`config.mk`:
```
export PLATFORM = sky130hd
export DESIGN_NAME = alu_control_md
export DESIGN_NICKNAME = d
export VERILOG_FILES = /design/src/rtl/alu_md_pkg.sv /design/src/rtl/alu_control_md_md_iter.sv /design/src/rtl/alu_control_md.sv
export SDC_FILE = /design/constraint.sdc
export NUM_CORES = 1
export LEC_CHECK = 0
export CORE_ASPECT_RATIO = 1.1
export CORE_MARGIN = 5
export CORE_UTILIZATION = 31
export DETAILED_ROUTE_END_ITERATION = 8
export PLACE_DENSITY_LB_ADDON = 0.15
export SLEW_MARGIN = 25
export SYNTH_ARGS = -nofsm -noshare
export SYNTH_HDL_FRONTEND = slang
export SYNTH_SLANG_ARGS = --single-unit
export TNS_END_PERCENT = 100
```
`constraint.sdc`:
```
create_clock -name clk -period 4.9 [get_ports clk]
set_input_delay 0.49 -clock clk [delete_from_list [all_inputs] [get_ports clk]]
set_output_delay 0.49 -clock clk [all_outputs]
set_load 0.005 [all_outputs]
```
`src/rtl/alu_md_pkg.sv`:
```
// ALU control encodings, funct codes and mul/div FSM states
// shared by the EX-stage ALU control and its mul/div datapath.
package alu_md_pkg;

   localparam logic [3:0] ALU_AND = 4'b0000;
   localparam logic [3:0] ALU_OR  = 4'b0001;
   localparam logic [3:0] ALU_ADD = 4'b0010;
   localparam logic [3:0] ALU_XOR = 4'b0011;
   localparam logic [3:0] ALU_SUB = 4'b0110;
   localparam logic [3:0] ALU_SLT = 4'b0111;
   localparam logic [3:0] ALU_NOR = 4'b1100;

   localparam logic [1:0] OP_ADD   = 2'b00;
   localparam logic [1:0] OP_SUB   = 2'b01;
   localparam logic [1:0] OP_RTYPE = 2'b10;
   localparam logic [1:0] OP_AND   = 2'b11;

   localparam logic [5:0] F_ADD   = 6'b100000;
   localparam logic [5:0] F_SUB   = 6'b100010;
   localparam logic [5:0] F_AND   = 6'b100100;
   localparam logic [5:0] F_OR    = 6'b100101;
   localparam logic [5:0] F_XOR   = 6'b100110;
   localparam logic [5:0] F_NOR   = 6'b100111;
   localparam logic [5:0] F_SLT   = 6'b101010;
   localparam logic [5:0] F_MFHI  = 6'b010000;
   localparam logic [5:0] F_MTHI  = 6'b010001;
   localparam logic [5:0] F_MFLO  = 6'b010010;
   localparam logic [5:0] F_MTLO  = 6'b010011;
   localparam logic [5:0] F_MULT  = 6'b011000;
   localparam logic [5:0] F_MULTU = 6'b011001;
   localparam logic [5:0] F_DIV   = 6'b011010;
   localparam logic [5:0] F_DIVU  = 6'b011011;

   typedef enum logic [1:0] {
      IDLE = 2'd0,
      RUN  = 2'd1,
      FIX  = 2'd2
   } md_state_e;

   function automatic logic is_md(input logic [5:0] f);
      return (f == F_MULT) || (f == F_MULTU) ||
             (f == F_DIV)  || (f == F_DIVU);
   endfunction

   function automatic logic is_mf(input logic [5:0] f);
      return (f == F_MFHI) || (f == F_MFLO);
   endfunction

   function automatic logic is_mt(input logic [5:0] f);
      return (f == F_MTHI) || (f == F_MTLO);
   endfunction

endpackage

```
`src/rtl/alu_control_md_md_iter.sv`:
```
// Iterative multiply / restoring divide: one bit per cycle on
// magnitudes, sign correction applied in the FIX state.
module md_iter
   import alu_md_pkg::*;
#(
   parameter int WIDTH = 32,
   parameter int CNT_W = $clog2(WIDTH) + 1
) (
   input  logic             clk,
   input  logic             rst,
   input  logic             flush,
   input  logic             start,
   input  logic             is_div,
   input  logic             is_signed,
   input  logic [WIDTH-1:0] a,
   input  logic [WIDTH-1:0] b,
   output logic [WIDTH-1:0] hi_res,
   output logic [WIDTH-1:0] lo_res,
   output logic             busy,
   output logic             done
);

   localparam logic [CNT_W-1:0] LAST = CNT_W'(WIDTH - 1);

   md_state_e          state_q, state_d;
   logic [CNT_W-1:0]   cnt_q, cnt_d;
   logic [2*WIDTH-1:0] prod_q, prod_d;
   logic [WIDTH-1:0]   a_q, a_d;
   logic [WIDTH-1:0]   b_q, b_d;
   logic               div_q, div_d;
   logic               neg_q, neg_d;
   logic               sa_q, sa_d;
   logic               dz_q, dz_d;

   logic               load;
   logic               sa, sb;
   logic [WIDTH-1:0]   a_abs, b_abs;
   logic [WIDTH:0]     mul_sum;
   logic [2*WIDTH-1:0] mul_next;
   logic [WIDTH:0]     div_tmp;
   logic [WIDTH:0]     div_sub;
   logic [2*WIDTH-1:0] div_next;
   logic [2*WIDTH-1:0] prod_neg;
   logic [WIDTH-1:0]   quo, rem;

   // state register
   always_ff @(posedge clk) begin
      if (rst) state_q <= IDLE;
      else     state_q <= state_d;
   end

   // next state: flush aborts RUN/FIX, FIX always returns to IDLE
   always_comb begin
      state_d = state_q;
      unique case (state_q)
         IDLE: if (start && !flush) state_d = RUN;
         RUN: begin
            if (flush)              state_d = IDLE;
            else if (cnt_q == LAST) state_d = FIX;
         end
         FIX:     state_d = IDLE;
         default: state_d = IDLE;
      endcase
   end

   // FSM outputs
   always_comb begin
      busy = (state_q != IDLE);
      done = (state_q == FIX);
   end

   // one shift-add or one restoring-subtract step on the shared register
   always_comb begin
      load  = (state_q == IDLE) && start && !flush;
      sa    = is_signed && a[WIDTH-1];
      sb    = is_signed && b[WIDTH-1];
      a_abs = sa ? -a : a;
      b_abs = sb ? -b : b;

      mul_sum  = {1'b0, prod_q[2*WIDTH-1:WIDTH]} +
                 (prod_q[0] ? {1'b0, b_q} : '0);
      mul_next = {mul_sum, prod_q[WIDTH-1:1]};

      div_tmp  = {prod_q[2*WIDTH-1:WIDTH], prod_q[WIDTH-1]};
      div_sub  = div_tmp - {1'b0, b_q};
      div_next = (div_tmp >= {1'b0, b_q}) ?
                 {div_sub[WIDTH-1:0], prod_q[WIDTH-2:0], 1'b1} :
                 {div_tmp[WIDTH-1:0], prod_q[WIDTH-2:0], 1'b0};
   end

   // datapath next-state
   always_comb begin
      cnt_d  = cnt_q;
      prod_d = prod_q;
      a_d    = a_q;
      b_d    = b_q;
      div_d  = div_q;
      neg_d  = neg_q;
      sa_d   = sa_q;
      dz_d   = dz_q;
      if (load) begin
         cnt_d  = '0;
         prod_d = {{WIDTH{1'b0}}, a_abs};
         a_d    = a_abs;
         b_d    = b_abs;
         div_d  = is_div;
         neg_d  = sa ^ sb;
         sa_d   = sa;
         dz_d   = (b == '0);
      end else if (state_q == RUN) begin
         cnt_d  = cnt_q + CNT_W'(1);
         prod_d = div_q ? div_next : mul_next;
      end
   end

   // datapath registers
   always_ff @(posedge clk) begin
      if (rst) begin
         cnt_q  <= '0;
         prod_q <= '0;
         a_q    <= '0;
         b_q    <= '0;
         div_q  <= 1'b0;
         neg_q  <= 1'b0;
         sa_q   <= 1'b0;
         dz_q   <= 1'b0;
      end else begin
         cnt_q  <= cnt_d;
         prod_q <= prod_d;
         a_q    <= a_d;
         b_q    <= b_d;
         div_q  <= div_d;
         neg_q  <= neg_d;
         sa_q   <= sa_d;
         dz_q   <= dz_d;
      end
   end

   // sign correction; divide by zero returns the dividend and all ones
   always_comb begin
      prod_neg = -prod_q;
      quo      = prod_q[WIDTH-1:0];
      rem      = prod_q[2*WIDTH-1:WIDTH];
      hi_res   = '0;
      lo_res   = '0;
      if (!div_q) begin
         {hi_res, lo_res} = neg_q ? prod_neg : prod_q;
      end else if (dz_q) begin
         hi_res = sa_q ? -a_q : a_q;
         lo_res = '1;
      end else begin
         lo_res = neg_q ? -quo : quo;
         hi_res = sa_q ? -rem : rem;
      end
   end

endmodule

```
`src/rtl/alu_control_md.sv`:
```
// EX-stage ALU control with HI/LO registers and a multicycle
// mul/div unit that stalls the front of the pipe while busy.
module alu_control_md
   import alu_md_pkg::*;
#(
   parameter int WIDTH = 32,
   parameter int CNT_W = $clog2(WIDTH) + 1
) (
   input  logic             clk,
   input  logic             rst,
   input  logic             valid_in,
   input  logic             flush,
   input  logic [1:0]       ALUOp,
   input  logic [5:0]       funct,
   input  logic [WIDTH-1:0] opA,
   input  logic [WIDTH-1:0] opB,
   output logic [3:0]       ALUCtrl,
   output logic             use_hilo,
   output logic [WIDTH-1:0] hilo_data,
   output logic             stall,
   output logic             md_busy,
   output logic             md_done,
   output logic [WIDTH-1:0] hi,
   output logic [WIDTH-1:0] lo
);

   logic [WIDTH-1:0] hi_q, hi_d;
   logic [WIDTH-1:0] lo_q, lo_d;
   logic [WIDTH-1:0] hi_res, lo_res;
   logic             rtype;
   logic             issue;
   logic             busy;
   logic             done;

   // ALU operation decode, independent of valid_in
   always_comb begin
      ALUCtrl = ALU_AND;
      unique case (ALUOp)
         OP_ADD: ALUCtrl = ALU_ADD;
         OP_SUB: ALUCtrl = ALU_SUB;
         OP_AND: ALUCtrl = ALU_AND;
         OP_RTYPE: begin
            unique case (funct)
               F_ADD:   ALUCtrl = ALU_ADD;
               F_SUB:   ALUCtrl = ALU_SUB;
               F_AND:   ALUCtrl = ALU_AND;
               F_OR:    ALUCtrl = ALU_OR;
               F_XOR:   ALUCtrl = ALU_XOR;
               F_NOR:   ALUCtrl = ALU_NOR;
               F_SLT:   ALUCtrl = ALU_SLT;
               default: ALUCtrl = ALU_AND;
            endcase
         end
         default: ALUCtrl = ALU_AND;
      endcase
   end

   // HI/LO op qualification, stall and issue
   always_comb begin
      rtype    = valid_in && (ALUOp == OP_RTYPE);
      stall    = rtype && (is_md(funct) || is_mf(funct) ||
                 is_mt(funct)) && busy && !flush;
      issue    = rtype && is_md(funct) && !busy && !flush;
      md_busy  = busy;
      md_done  = done && !flush;
      use_hilo = rtype && is_mf(funct);
      hilo_data = '0;
      if (rtype && funct == F_MFHI) hilo_data = hi_q;
      if (rtype && funct == F_MFLO) hilo_data = lo_q;
   end

   md_iter #(
      .WIDTH (WIDTH),
      .CNT_W (CNT_W)
   ) u_md_iter (
      .clk       (clk),
      .rst       (rst),
      .flush     (flush),
      .start     (issue),
      .is_div    (funct[1]),
      .is_signed (!funct[0]),
      .a         (opA),
      .b         (opB),
      .hi_res    (hi_res),
      .lo_res    (lo_res),
      .busy      (busy),
      .done      (done)
   );

   // HI/LO update: mul/div result at end of FIX, else MTHI/MTLO
   always_comb begin
      hi_d = hi_q;
      lo_d = lo_q;
      if (md_done) begin
         hi_d = hi_res;
         lo_d = lo_res;
      end else if (rtype && !busy && !flush) begin
         if (funct == F_MTHI) hi_d = opA;
         if (funct == F_MTLO) lo_d = opA;
      end
   end

   // HI/LO registers
   always_ff @(posedge clk) begin
      if (rst) begin
         hi_q <= '0;
         lo_q <= '0;
      end else begin
         hi_q <= hi_d;
         lo_q <= lo_d;
      end
   end

   assign hi = hi_q;
   assign lo = lo_q;

endmodule

```
-- After elaboration in Yosys (flattened, before gate mapping)
Index checks and enable logic that the tools add are counted.
- register bits: 204
- input bits: 76
- output and inout bits: 104
- word-level logic and storage cells: 114
- $add $sub $neg: 9
- order comparisons: 1
- equal/unequal tests: 22
- muxes and demuxes: 29
- bitwise logic cells: 1
- reductions and logical operators: 40
- operators by type and width (cell ; number):
    32-bit 2-to-1 mux ; 20
    64-bit 2-to-1 mux ; 3
    32-bit negator ; 5
    64-bit negator ; 1
    6-bit by 5-bit equality test with 1-bit output, second input constant ; 9
    6-bit equality test, second input constant ; 6
    32-bit by 32-bit adder with 33-bit output ; 1
    33-bit by 32-bit greater-or-equal comparator with 1-bit output ; 1
    32-bit zero test ; 1
    32-bit subtractor ; 1
    4-bit case mux with 6 select lines ; 1
    1-bit logical AND ; 18
    4-bit case mux with 4 select lines ; 1
    2-bit nonzero test ; 5
    1-bit logical OR ; 7
    6-bit by 1-bit adder with 6-bit output, second input constant ; 1
    2-bit equality test, second input constant ; 3
    2-bit 2-to-1 mux ; 3
    2-bit AND reduction ; 3
    2-bit by 1-bit equality test with 1-bit output, second input constant ; 2
    2-bit zero test ; 2
    2-bit case mux with 2 select lines ; 1
    1-bit zero test ; 3
    3-bit by 2-bit inequality test with 1-bit output, second input constant ; 1
    other kinds (3) ; 3

-- Depth between registers and ports, before layout
- depth after elaboration: 10
- depth in mapped cells: 14
- gate-level depth less buffers: 13

-- Cells and area by module
From an unflattened synthesis, not the netlist that was laid out.
- cells, all modules: 2391
- area, all modules: 17698.2 um2
- by module, submodules not included (module ; instances ; cells an instance ; area an instance (um2) ; sequential area each (um2)):
    md_iter ; 1 ; 1964 ; 14089.8 ; 2802.7
    alu_control_md ; 1 ; 427 ; 3608.5 ; 1281.2

-- Worst setup path after synthesis
No wires, ideal clock.
- kind: register to register
- start: register u_md_iter.prod_q[0]
- end: register u_md_iter.prod_q[62]
- library setup time: 0.122 ns
- arrival time: 3.028 ns
- required time: 4.778 ns
- slack: 1.750 ns
- stages on the path, launching flop included: 14
- buffers on the path: 1
- clock period less this slack: 3.150 ns
- cell sequence: dfxtp_1 -> clkinv_1 -> clkbuf_1 -> nor2_1 -> ha_1 -> and3_1 -> and3_1 -> a211oi_1 -> nor2_1 -> o41ai_1 -> o21a_1 -> o31ai_1 -> xor2_1 -> a221o_1
- longest elaborated chain between the ends: 3
- RTL lines (element ; line ; RTL):
    from (decl) ; alu_control_md_md_iter.sv:27 ; logic [2*WIDTH-1:0] prod_q, prod_d;
    from (signal assigned) ; alu_control_md_md_iter.sv:129 ; prod_q <= prod_d;
    32-bit 2-to-1 mux ; alu_control_md_md_iter.sv:81 ; (prod_q[0] ? {1'b0, b_q} : '0);
    32-bit by 32-bit adder with 33-bit output ; alu_control_md_md_iter.sv:80 ; mul_sum = {1'b0, prod_q[2*WIDTH-1:WIDTH]} +
    64-bit 2-to-1 mux ; alu_control_md_md_iter.sv:112 ; prod_d = div_q ? div_next : mul_next;
Every way passes these cells.
A chain may end at the register's enable or synchronous reset.

-- Worst setup path in the final report
- start: register u_md_iter.prod_q[0]
- end: register u_md_iter.prod_q[63]
The elaborated chain is that of the path after synthesis.

==> results.cfg <==
[run_status]
outcome = finished clean

[drt]
drt-vias-per-instance = 5.62
drt-initial-drc-count = 1350
wl_per_cell_um = 22.3
route.detailed.drc = 0
num_vias = 17897
first_pass_iters = 5
wirelength_um = 71000
ant_nets = 0

[worst_setup_path]
r2r_cells = 14
slowest_delay_ns = 0.56
cp_max_fo = 31
setup.worst_path.class = reg2reg
cp_data_required_time_ns = 5.39
crit_path_top_delay_cell = or4_1
crit_arrival_ns = 4.56
cp-start-kind = register
endpoint_kind = register
crit_chain = clkinv_1 > buf_4 > nor2_1 > fa_1 > a211oi_1 > o21ai_0 > and4_1 > a2111oi_0 > buf_4 > o21ai_0 > a31oi_1 > or4_1 > a21o_1 > o31ai_1

[floorplanning]
start_util_pct = 31.2
die_h_um = 259
die_x_um = 236
core_um2 = 56000
dieArea_um2 = 61300
rows = 91
pin_count = 180

[global_route]
grt_pass1_vias = 17585
grt.overflow.total = 0
grt_first_pass_wirelength_um = 108000
grt_start_max_net_pins = 100
track_usage_pct = 21.9
antenna_found_initial = 0

[sta]
hold_violations = 0
period_share_pct = 83.2
slew_violations = 0
whs_ns = 0.383
maxSlewHeadroom_pct = 39.3
fin_tns_setup_ns = 0
worst_pin_slew_ns = 0.910
clock_skew_ns = 0.0289
setup_viol = 0
rsz0062_at_grt = no
setup_ws_ns = 0.822
fin_crit_ns = 4.08
max_freq_ghz = 0.245

[placement]
io_buffers = 179
dp_slack_ns = 0.874
gp_congestion = 0.905
dp_hpwl_um = 53900

[layout]
antennaDiodeCount = 0
nFillCells = 5958
area_delta_synth_final_pct = 18.7
nets = 2573
drive_gt1_share_pct = 5.16

[clock_tree]
cts_tree = yes
htreeDepth = 1
cts.sinks = 204
cts_buffers = 27
cts_hold_buf = 0
clock_path_buffers = 3
cts-root-buf = clkbuf_16
cts_setup_buffers = 0
ctsResizeCount = 0
clk_pin_slew_worst_paths_ns = 0.06
clock_latency_ns = 0.58

[logic_synthesis]
syn-num-nets = 2511
synth_area_per_cell_um2 = 7.40
synth_edf_count = 0
synthFlopType = dfxtp_1
synth.top_cell.area_share_pct = 23.4
async_flop_share_pct = 0
syn_inst = 2363
yosysSeqAreaShare_pct = 23.4
synth_area_um2 = 17500
ys_types = 69
synthTopCellsByArea = dfxtp_1 (23%), mux2i_1 (7.2%), xor2_1 (6.3%)
ys_ff_latch = 204
synthTopCellsByCount = nor2_1 (263), dfxtp_1 (204), nand2_1 (196)
post-synth-top-count-cell = nor2_1
yosys_warnings = 0
yosysTopAreaCell = dfxtp_1

[power_and_ir_drop]
power_leakage_nw = 7.81
ir_drop_v = 0.000186
power_density_nw_per_um2 = 203

[worst_hold_path]
worstHoldPathCells = 2
holdCritPathClass = in2reg

[flow_run]
drv_cap = 0
routing by layer:
metal	up-vias	routed length [um]	global-route usage [%]
li1	8687	-	-
met5	-	0	0
met4	0	1960	5.76
met3	101	2870	2.29
met1	8634	31300	28.5
met2	475	34900	38.8
cells in the final DEF, fill, tap and decap left out, drive strengths merged, types with 7 or more instances in the layout:
master and instances:
a21o 31, a21oi 179, nand4 23, nor3 49
clkdlybuf4s50 177, nor3b 8, nor2b 30, nand2 196
xor2 125, a221oi 37, nor4 19, dfxtp 204
o211ai 45, o21a 18, o31ai 41, ha 70
or2 8, o41ai 14, buf 40, nand2b 25
and2 9, or4 22, nor2 263, o22ai 8
a21boi 7, o21ai 171, or3 27, xnor2 107
mux2i 125, nand3 44, mux2 8, a31oi 26
clkbuf 35, a211oi 74, inv 67, and3 15
cell type report:
type | count | area (um^2) | share of cell area (%)
Multi-Input combinational cell | 1907 | 12500 | 60.2
Clock inverter | 12 | 145 | 0.699
Sequential cell | 204 | 4090 | 19.7
Timing Repair Buffer | 217 | 2090 | 10.0
Inverter | 68 | 255 | 1.23
Tap cell | 744 | 931 | 4.48
Clock buffer | 35 | 756 | 3.64
final timing paths:
path                  startpoint                   end  slack (ns)
min reg2reg    u_md_iter.b_q[25]     u_md_iter.b_q[25]        0.46
max reg2reg  u_md_iter.prod_q[0]  u_md_iter.prod_q[63]        0.82
min                          rst   u_md_iter.prod_q[1]        0.38
max          u_md_iter.prod_q[0]  u_md_iter.prod_q[63]        0.82
cells by family after synthesis:
family / share of synthesized area (%)
AND/OR/NAND/NOR: 20.4
buffers and inverters: 5.44
adder cells (fa/ha/maj): 5.24
flip-flops: 23.4
AO/OA/AOI/OAI: 26.2
XOR/XNOR: 11.6
multiplexers: 7.80
worst max-delay path: cells and delay by family, from the launching register on:
kind                       cells  cell delay, ns
and+or+nand+nor                3            1.07
adders and majority gates      1            0.27
DFF                            1            0.44
buffers and inverters          3            0.67
AOI/OAI and AO/OA              7            1.55
power by group:
| group | total, mW | leakage [nW] | internal, mW | switching (mW) |
|---|---|---|---|---|
| logic | 0.448 | 5.73 | 0.174 | 0.274 |
| registers | 1.67 | 1.65 | 1.66 | 0.00725 |
| clock network | 2.11 | 0.435 | 1.24 | 0.871 |
stage by stage:
stage | power, mW | area [um^2] | instances | util [%]
after floorplan | 1.94 | 17500 | 2363 | -
after global placement | 2.15 | 19900 | 3140 | 35.4
after detailed placement | 2.15 | 19900 | 3140 | 35.4
after CTS | 4.26 | 20800 | 3187 | 37.1
after global routing | 4.36 | 20800 | 3187 | 37.1
final | 4.22 | 20800 | 3187 | 37.1
state kept, by name, summed over array words and instances, names as in the netlist, 2 cells and up:
name	count
u_md_iter.b_q	32
u_md_iter.state_q	2
hi	32
u_md_iter.prod_q	64
u_md_iter.cnt_q	6
u_md_iter.a_q	32
lo	32
Note: power is estimated with default switching activity, not from simulation.
